$ cat config.mk
export PLATFORM = sky130hd
export DESIGN_NAME = sprite_line_fetcher
export DESIGN_NICKNAME = d
export VERILOG_FILES = /design/src/rtl/sprite_line_fetcher.sv
export SDC_FILE = /design/constraint.sdc
export NUM_CORES = 1
export LEC_CHECK = 0
export CAP_MARGIN = 20
export CORE_MARGIN = 5
export CORE_UTILIZATION = 45
export DETAILED_ROUTE_END_ITERATION = 10
export GPL_TIMING_DRIVEN = 0
export PLACE_DENSITY_LB_ADDON = 0.12
export SLEW_MARGIN = 20
export SYNTH_ARGS = -nofsm -noshare
export SYNTH_HDL_FRONTEND = slang
export SYNTH_SLANG_ARGS = --single-unit
$ cat constraint.sdc
create_clock -name clk -period 13.6 [get_ports clk]
set_input_delay 2.72 -clock clk [delete_from_list [all_inputs] [get_ports clk]]
set_output_delay 2.72 -clock clk [all_outputs]
set_load 0.01 [all_outputs]
$ cat src/rtl/sprite_line_fetcher.sv
// Per-scanline sprite fetch engine: scans the attribute table, streams each hit sprite's
// row out of the pattern ROM and writes opaque, on-screen pixels into the line buffer.
module sprite_line_fetcher #(
    parameter int          NUM_SPRITES = 8,
    parameter int          LINE_WIDTH  = 640,
    parameter logic [7:0]  TRANSPARENT = 8'h00,
    localparam int         IDX_W       = $clog2(NUM_SPRITES)
) (
    input  logic             clk,
    input  logic             reset,
    input  logic             attr_we,
    input  logic [IDX_W-1:0] attr_index,
    input  logic [31:0]      attr_data,
    input  logic             line_start,
    input  logic [9:0]       line_num,
    output logic             busy,
    output logic             done,
    output logic [11:0]      rom_address,
    output logic             rom_clken,
    input  logic [7:0]       rom_readdata,
    output logic             lb_we,
    output logic [9:0]       lb_addr,
    output logic [7:0]       lb_data
);

    typedef enum logic [2:0] {
        S_IDLE,
        S_CHECK,
        S_FETCH,
        S_DRAIN,
        S_FINISH
    } state_e;

    // Attribute table
    logic [NUM_SPRITES-1:0] en_q;
    logic [3:0]             pat_tab_q [NUM_SPRITES];
    logic [9:0]             x_tab_q   [NUM_SPRITES];
    logic [9:0]             y_tab_q   [NUM_SPRITES];

    always_ff @(posedge clk or posedge reset) begin
        if (reset) begin
            en_q <= '0;
        end else if (attr_we) begin
            en_q[attr_index] <= attr_data[31];
        end
    end

    // NOTE: the field storage has no reset; a cleared enable is enough to make a slot inert.
    always_ff @(posedge clk) begin
        if (attr_we) begin
            pat_tab_q[attr_index] <= attr_data[27:24];
            x_tab_q[attr_index]   <= attr_data[19:10];
            y_tab_q[attr_index]   <= attr_data[9:0];
        end
    end

    // Sequencer and working registers
    state_e           state_q;
    logic [IDX_W-1:0] idx_q;
    logic [9:0]       line_q;
    logic [3:0]       col_q;
    logic [3:0]       pat_w_q;
    logic [9:0]       x_w_q;
    logic [3:0]       row_q;
    logic             busy_q;
    logic             done_q;
    logic             rom_clken_q;
    logic [11:0]      rom_addr_q;

    // Write pipeline: stage 1 holds the pixel position while the ROM word is in flight
    logic             s1_valid_q;
    logic [10:0]      s1_px_q;
    logic             lb_we_q;
    logic [9:0]       lb_addr_q;
    logic [7:0]       lb_data_q;

    logic [9:0] row_d;
    logic       hit_d;
    logic       last_slot;

    // Modular row; the explicit line >= y test rejects sprites that start below this line
    assign row_d     = line_q - y_tab_q[idx_q];
    assign hit_d     = en_q[idx_q] && (line_q >= y_tab_q[idx_q]) && (row_d < 10'd16);
    assign last_slot = (idx_q == IDX_W'(NUM_SPRITES - 1));

    // NOTE: every register here is updated with non-blocking assignments so all stages
    // see the previous cycle's values, which is what makes the pipeline timing exact.
    always_ff @(posedge clk or posedge reset) begin
        if (reset) begin
            state_q     <= S_IDLE;
            idx_q       <= '0;
            line_q      <= '0;
            col_q       <= '0;
            pat_w_q     <= '0;
            x_w_q       <= '0;
            row_q       <= '0;
            busy_q      <= 1'b0;
            done_q      <= 1'b0;
            rom_clken_q <= 1'b0;
            rom_addr_q  <= '0;
            s1_valid_q  <= 1'b0;
            s1_px_q     <= '0;
            lb_we_q     <= 1'b0;
            lb_addr_q   <= '0;
            lb_data_q   <= '0;
        end else begin
            done_q     <= 1'b0;

            s1_valid_q <= (state_q == S_FETCH);
            s1_px_q    <= {1'b0, x_w_q} + {7'd0, col_q};
            lb_we_q    <= s1_valid_q && (rom_readdata != TRANSPARENT)
                          && (s1_px_q < 11'(LINE_WIDTH));
            if (s1_valid_q) begin
                lb_addr_q <= s1_px_q[9:0];
                lb_data_q <= rom_readdata;
            end

            case (state_q)
                S_IDLE: begin
                    if (line_start) begin
                        line_q  <= line_num;
                        idx_q   <= '0;
                        busy_q  <= 1'b1;
                        state_q <= S_CHECK;
                    end
                end
                S_CHECK: begin
                    if (hit_d) begin
                        pat_w_q     <= pat_tab_q[idx_q];
                        x_w_q       <= x_tab_q[idx_q];
                        row_q       <= row_d[3:0];
                        col_q       <= '0;
                        rom_addr_q  <= {pat_tab_q[idx_q], row_d[3:0], 4'd0};
                        rom_clken_q <= 1'b1;
                        state_q     <= S_FETCH;
                    end else if (last_slot) begin
                        state_q <= S_FINISH;
                    end else begin
                        idx_q <= idx_q + IDX_W'(1);
                    end
                end
                S_FETCH: begin
                    if (col_q == 4'd15) begin
                        rom_clken_q <= 1'b0;
                        state_q     <= S_DRAIN;
                    end else begin
                        col_q      <= col_q + 4'd1;
                        rom_addr_q <= {pat_w_q, row_q, col_q + 4'd1};
                    end
                end
                S_DRAIN: begin
                    if (last_slot) begin
                        state_q <= S_FINISH;
                    end else begin
                        idx_q   <= idx_q + IDX_W'(1);
                        state_q <= S_CHECK;
                    end
                end
                S_FINISH: begin
                    if (!s1_valid_q) begin
                        done_q  <= 1'b1;
                        busy_q  <= 1'b0;
                        state_q <= S_IDLE;
                    end
                end
                default: state_q <= S_IDLE;
            endcase
        end
    end

    assign busy        = busy_q;
    assign done        = done_q;
    assign rom_address = rom_addr_q;
    assign rom_clken   = rom_clken_q;
    assign lb_we       = lb_we_q;
    assign lb_addr     = lb_addr_q;
    assign lb_data     = lb_data_q;

endmodule

==> results.sh <==
export IMPL_netlist_instances=645
export IMPL_fmax_ghz=0.1906
export IMPL_crit_start="idx_q[0]"
export IMPL_max_slew_margin_rel_pct=31.10
export IMPL_cts_htree_levels=1
export IMPL_synth_area_sq_um=11440
export IMPL_crit_path_end="rom_address[8]"
export IMPL_avgRoutedWirePerCell_um=20.48
export IMPL_cts_path_max_buffers=3
export IMPL_worstPathCellList="buf_2 -> buf_1 -> mux4_2 -> mux2i_1 -> ha_1 -> buf_2 -> a21oi_2 -> a211oi_1 -> or3_1 -> a211oi_1 -> and4_4 -> nand2b_4 -> buf_12 -> mux2_4"
export IMPL_ys_seq_area_share_pct=69.63
export IMPL_syn_avg_cell_area_sq_um=17.74
export IMPL_antenna_found_initial=1
export IMPL_core_area_sq_um=25110
export IMPL_pin_count=91
export IMPL_reg2reg_to="rom_address[8]"
export IMPL_wl_met1_mm=10.27
export IMPL_drt_iter0_drc=354
export IMPL_slew_viol_final=0
export IMPL_post_cts_setup_buffers=0
export IMPL_final_common_cell="edfxtp_1"
export IMPL_initial_core_util_pct=45.58
export IMPL_grt_pass1_wl_mm=36.82
export IMPL_syn_to_final_growth_pct=22.35
export IMPL_cts_hold_buf=0
export IMPL_crit_type="flop to flop"
export IMPL_irDropWorstVdd_mv=0.09432
export IMPL_hp_class="flop to flop"
export IMPL_drtAntennaViolNets=0
export IMPL_synthesis_nets=721
export IMPL_rsz0062_at_grt="false"
export IMPL_yosysWarnings=0
export IMPL_postCtsResizedCells=0
export IMPL_worstSetupEndpointType="flop"
export IMPL_cpPeakStageDelay_ns=0.76
export IMPL_worst_skew_pair_late_latency_ns=0.54
export IMPL_drc=0
export IMPL_wl_mm=23.12
export IMPL_place_congestion=0.7807
export IMPL_synth_area_leader_cell="edfxtp_1"
export IMPL_power_w=0.002829
export IMPL_post_route_period_util_pct=38.58
export IMPL_final_setup_tns_ns=0
export IMPL_worstPathArrival_ns=5.66
export IMPL_r2r_cells=14
export IMPL_cts_tree="done"
export IMPL_routed_via_density=5.359
export IMPL_die_area_sq_um=28720
export IMPL_worstMarginPinSlew_ns=1.033
export IMPL_yosysUniqueCellTypes=54
export IMPL_synth_edf_count=192
export IMPL_synth_async_reset_ratio_pct=31.43
export IMPL_status="completed"
export IMPL_synth_seq_cells=280
export IMPL_die_x_um=169.5
export IMPL_die_h_um=169.5
export IMPL_grt_pass1_vias=6462
export IMPL_cts_buffers=30
export IMPL_p_leak_nw=5.260
export IMPL_grt_total_usage_pct=16.46
export IMPL_fin_nets=851
export IMPL_clk_pin_slew_ns=0.06
export IMPL_dp_hpwl_mm=15.93
export IMPL_top_layer="met4"
export IMPL_r2r_start="idx_q[0]"
export IMPL_p_per_area_nw_per_um2=202.1
export IMPL_rows=58
export IMPL_firstDrtPassIters=6
export IMPL_cap_viol_max_count=0
export IMPL_wl_met3_mm=1.470
export IMPL_drive_gt1_share_pct=23.81
export IMPL_slowest_stage="buf_1"
export IMPL_finalHoldViolations=0
export IMPL_yosysTopAreaCellShare_pct=50.38
export IMPL_rrSetupSlack_ns=8.35
export IMPL_grt_max_degree=49
export IMPL_setup_viol=0
export IMPL_final_cell_mix="192 x edfxtp_1, 88 x dfrtp_1, 83 x clkdlybuf4s50_1"
export IMPL_cp_required_ns=14.02
export IMPL_wl_met2_mm=10.94
export IMPL_finalClockSkew_ns=0.008751
export IMPL_cts_root_buf="clkbuf_16"
export IMPL_whs_path_depth=1
export IMPL_startpoint_type="flop"
export IMPL_via_count=6050
export IMPL_clock_sinks=280
export IMPL_port_buffers=83
export IMPL_crit_fanout=10
export IMPL_yosys_most_used_dff="edfxtp_1"
export IMPL_overflow=0
export IMPL_fin_crit_ns=5.247
export IMPL_netlist_top_cells_area="edfxtp_1 50%, dfrtp_1 19%, mux4_2 9.8%"
## metal layers
| metal | global-route usage, % | vias up |
|---|---|---|
| met4 | 3.885 | 0 |
| met1 | 23.40 | 3050 |
| met3 | 3.168 | 42 |
| met5 | 0 | - |
| li1 | - | 2785 |
| met2 | 26.69 | 173 |
## registers in the layout, indices dropped and copies added, names as in the netlist, 9 cells and up
register / cells
lb_addr: 10
pat_tab_q: 32
x_w_q: 10
s1_px_q: 11
rom_address: 9
x_tab_q: 80
line_q: 10
y_tab_q: 80
## critical path: cells and delay by family, from the launching register on
| kind | cells | cell delay (ns) |
|---|---|---|
| simple gates | 3 | 0.84 |
| mux | 3 | 1.29 |
| fa+ha+maj | 1 | 0.32 |
| flops | 1 | 0.44 |
| compound gates | 3 | 0.79 |
| buf+inv | 4 | 1.44 |
## worst min path at each step
stage                       endpoint  slack, ns        from
after floorplan           lb_addr[0]       0.45  s1_px_q[0]
after global routing      lb_addr[0]       0.49  s1_px_q[0]
after CTS                 lb_addr[0]       0.48  s1_px_q[0]
final                     lb_addr[0]       0.47  s1_px_q[0]
after global placement    lb_addr[1]       0.46  s1_px_q[1]
after detailed placement  lb_addr[0]       0.46  s1_px_q[0]
## metrics by stage
step                      hold WS, ns  setup WS [ns]  utilization [%]  area (sq um)  cells
after global routing           0.4902          7.771            55.76         14000   1129
final                          0.4739          8.353            55.76         14000   1129
after global placement         0.4565          5.977            50.53         12690   1058
after CTS                      0.4766          8.260            55.75         14000   1128
after detailed placement       0.4629          8.279            51.81         13010   1073
after floorplan                0.4542          8.388                -         11440    645
## where the power goes
part	switching (W)	internal [W]	leakage [nW]	total, W
logic	0.000504	0.000461	1.85	0.000966
registers	0.0000568	0.00101	2.92	0.00107
clock network	0.000313	0.000482	0.497	0.000794
total	0.000873	0.00196	5.26	0.00283
## kinds of logic after synthesis
logic type                 count (synthesis)  share of synthesized area, %
xor gates and xnor gates                  12                        0.9184
buffers and inverters                     41                         1.706
DFF                                      280                         69.63
and+or+nand+nor                          105                         4.680
muxes                                    126                         17.28
AOI/OAI and AO/OA                         62                         3.586
adders and majority gates                 19                         2.209
## layout make-up
cell class	instances	area, sq um
tap	330	412.9
antenna	1	2.502
sequential	280	7968
buffer	27	142.6
multi-input combinational	324	3336
timing repair buffer	98	1095
inverter	14	55.05
clock buffer	40	867.1
clock inverter	15	122.6
fill	2034	11110
## Yosys cell counts, types with 2 or more instances
cell,count
dfrtp_1,88
buf_2,7
nand2b_1,7
and2_1,2
mux2_4,8
xor2_1,4
and3_1,4
a2111oi_0,2
buf_1,9
a211oi_1,2
nor3_1,4
nand2_1,19
inv_1,14
a21oi_2,3
nand3b_1,2
a21oi_1,29
edfxtp_1,192
nor4_1,2
a21o_1,3
or2_2,2
nor2b_1,8
ha_1,17
buf_6,2
mux2_2,40
nand4_1,4
mux4_2,50
xnor2_1,8
clkbuf_1,7
or3_1,3
o21ai_0,9
mux2i_1,28
o21bai_1,2
nand3_1,10
nor2_1,33
fa_1,2
Power figures use the tool's default switching activity.
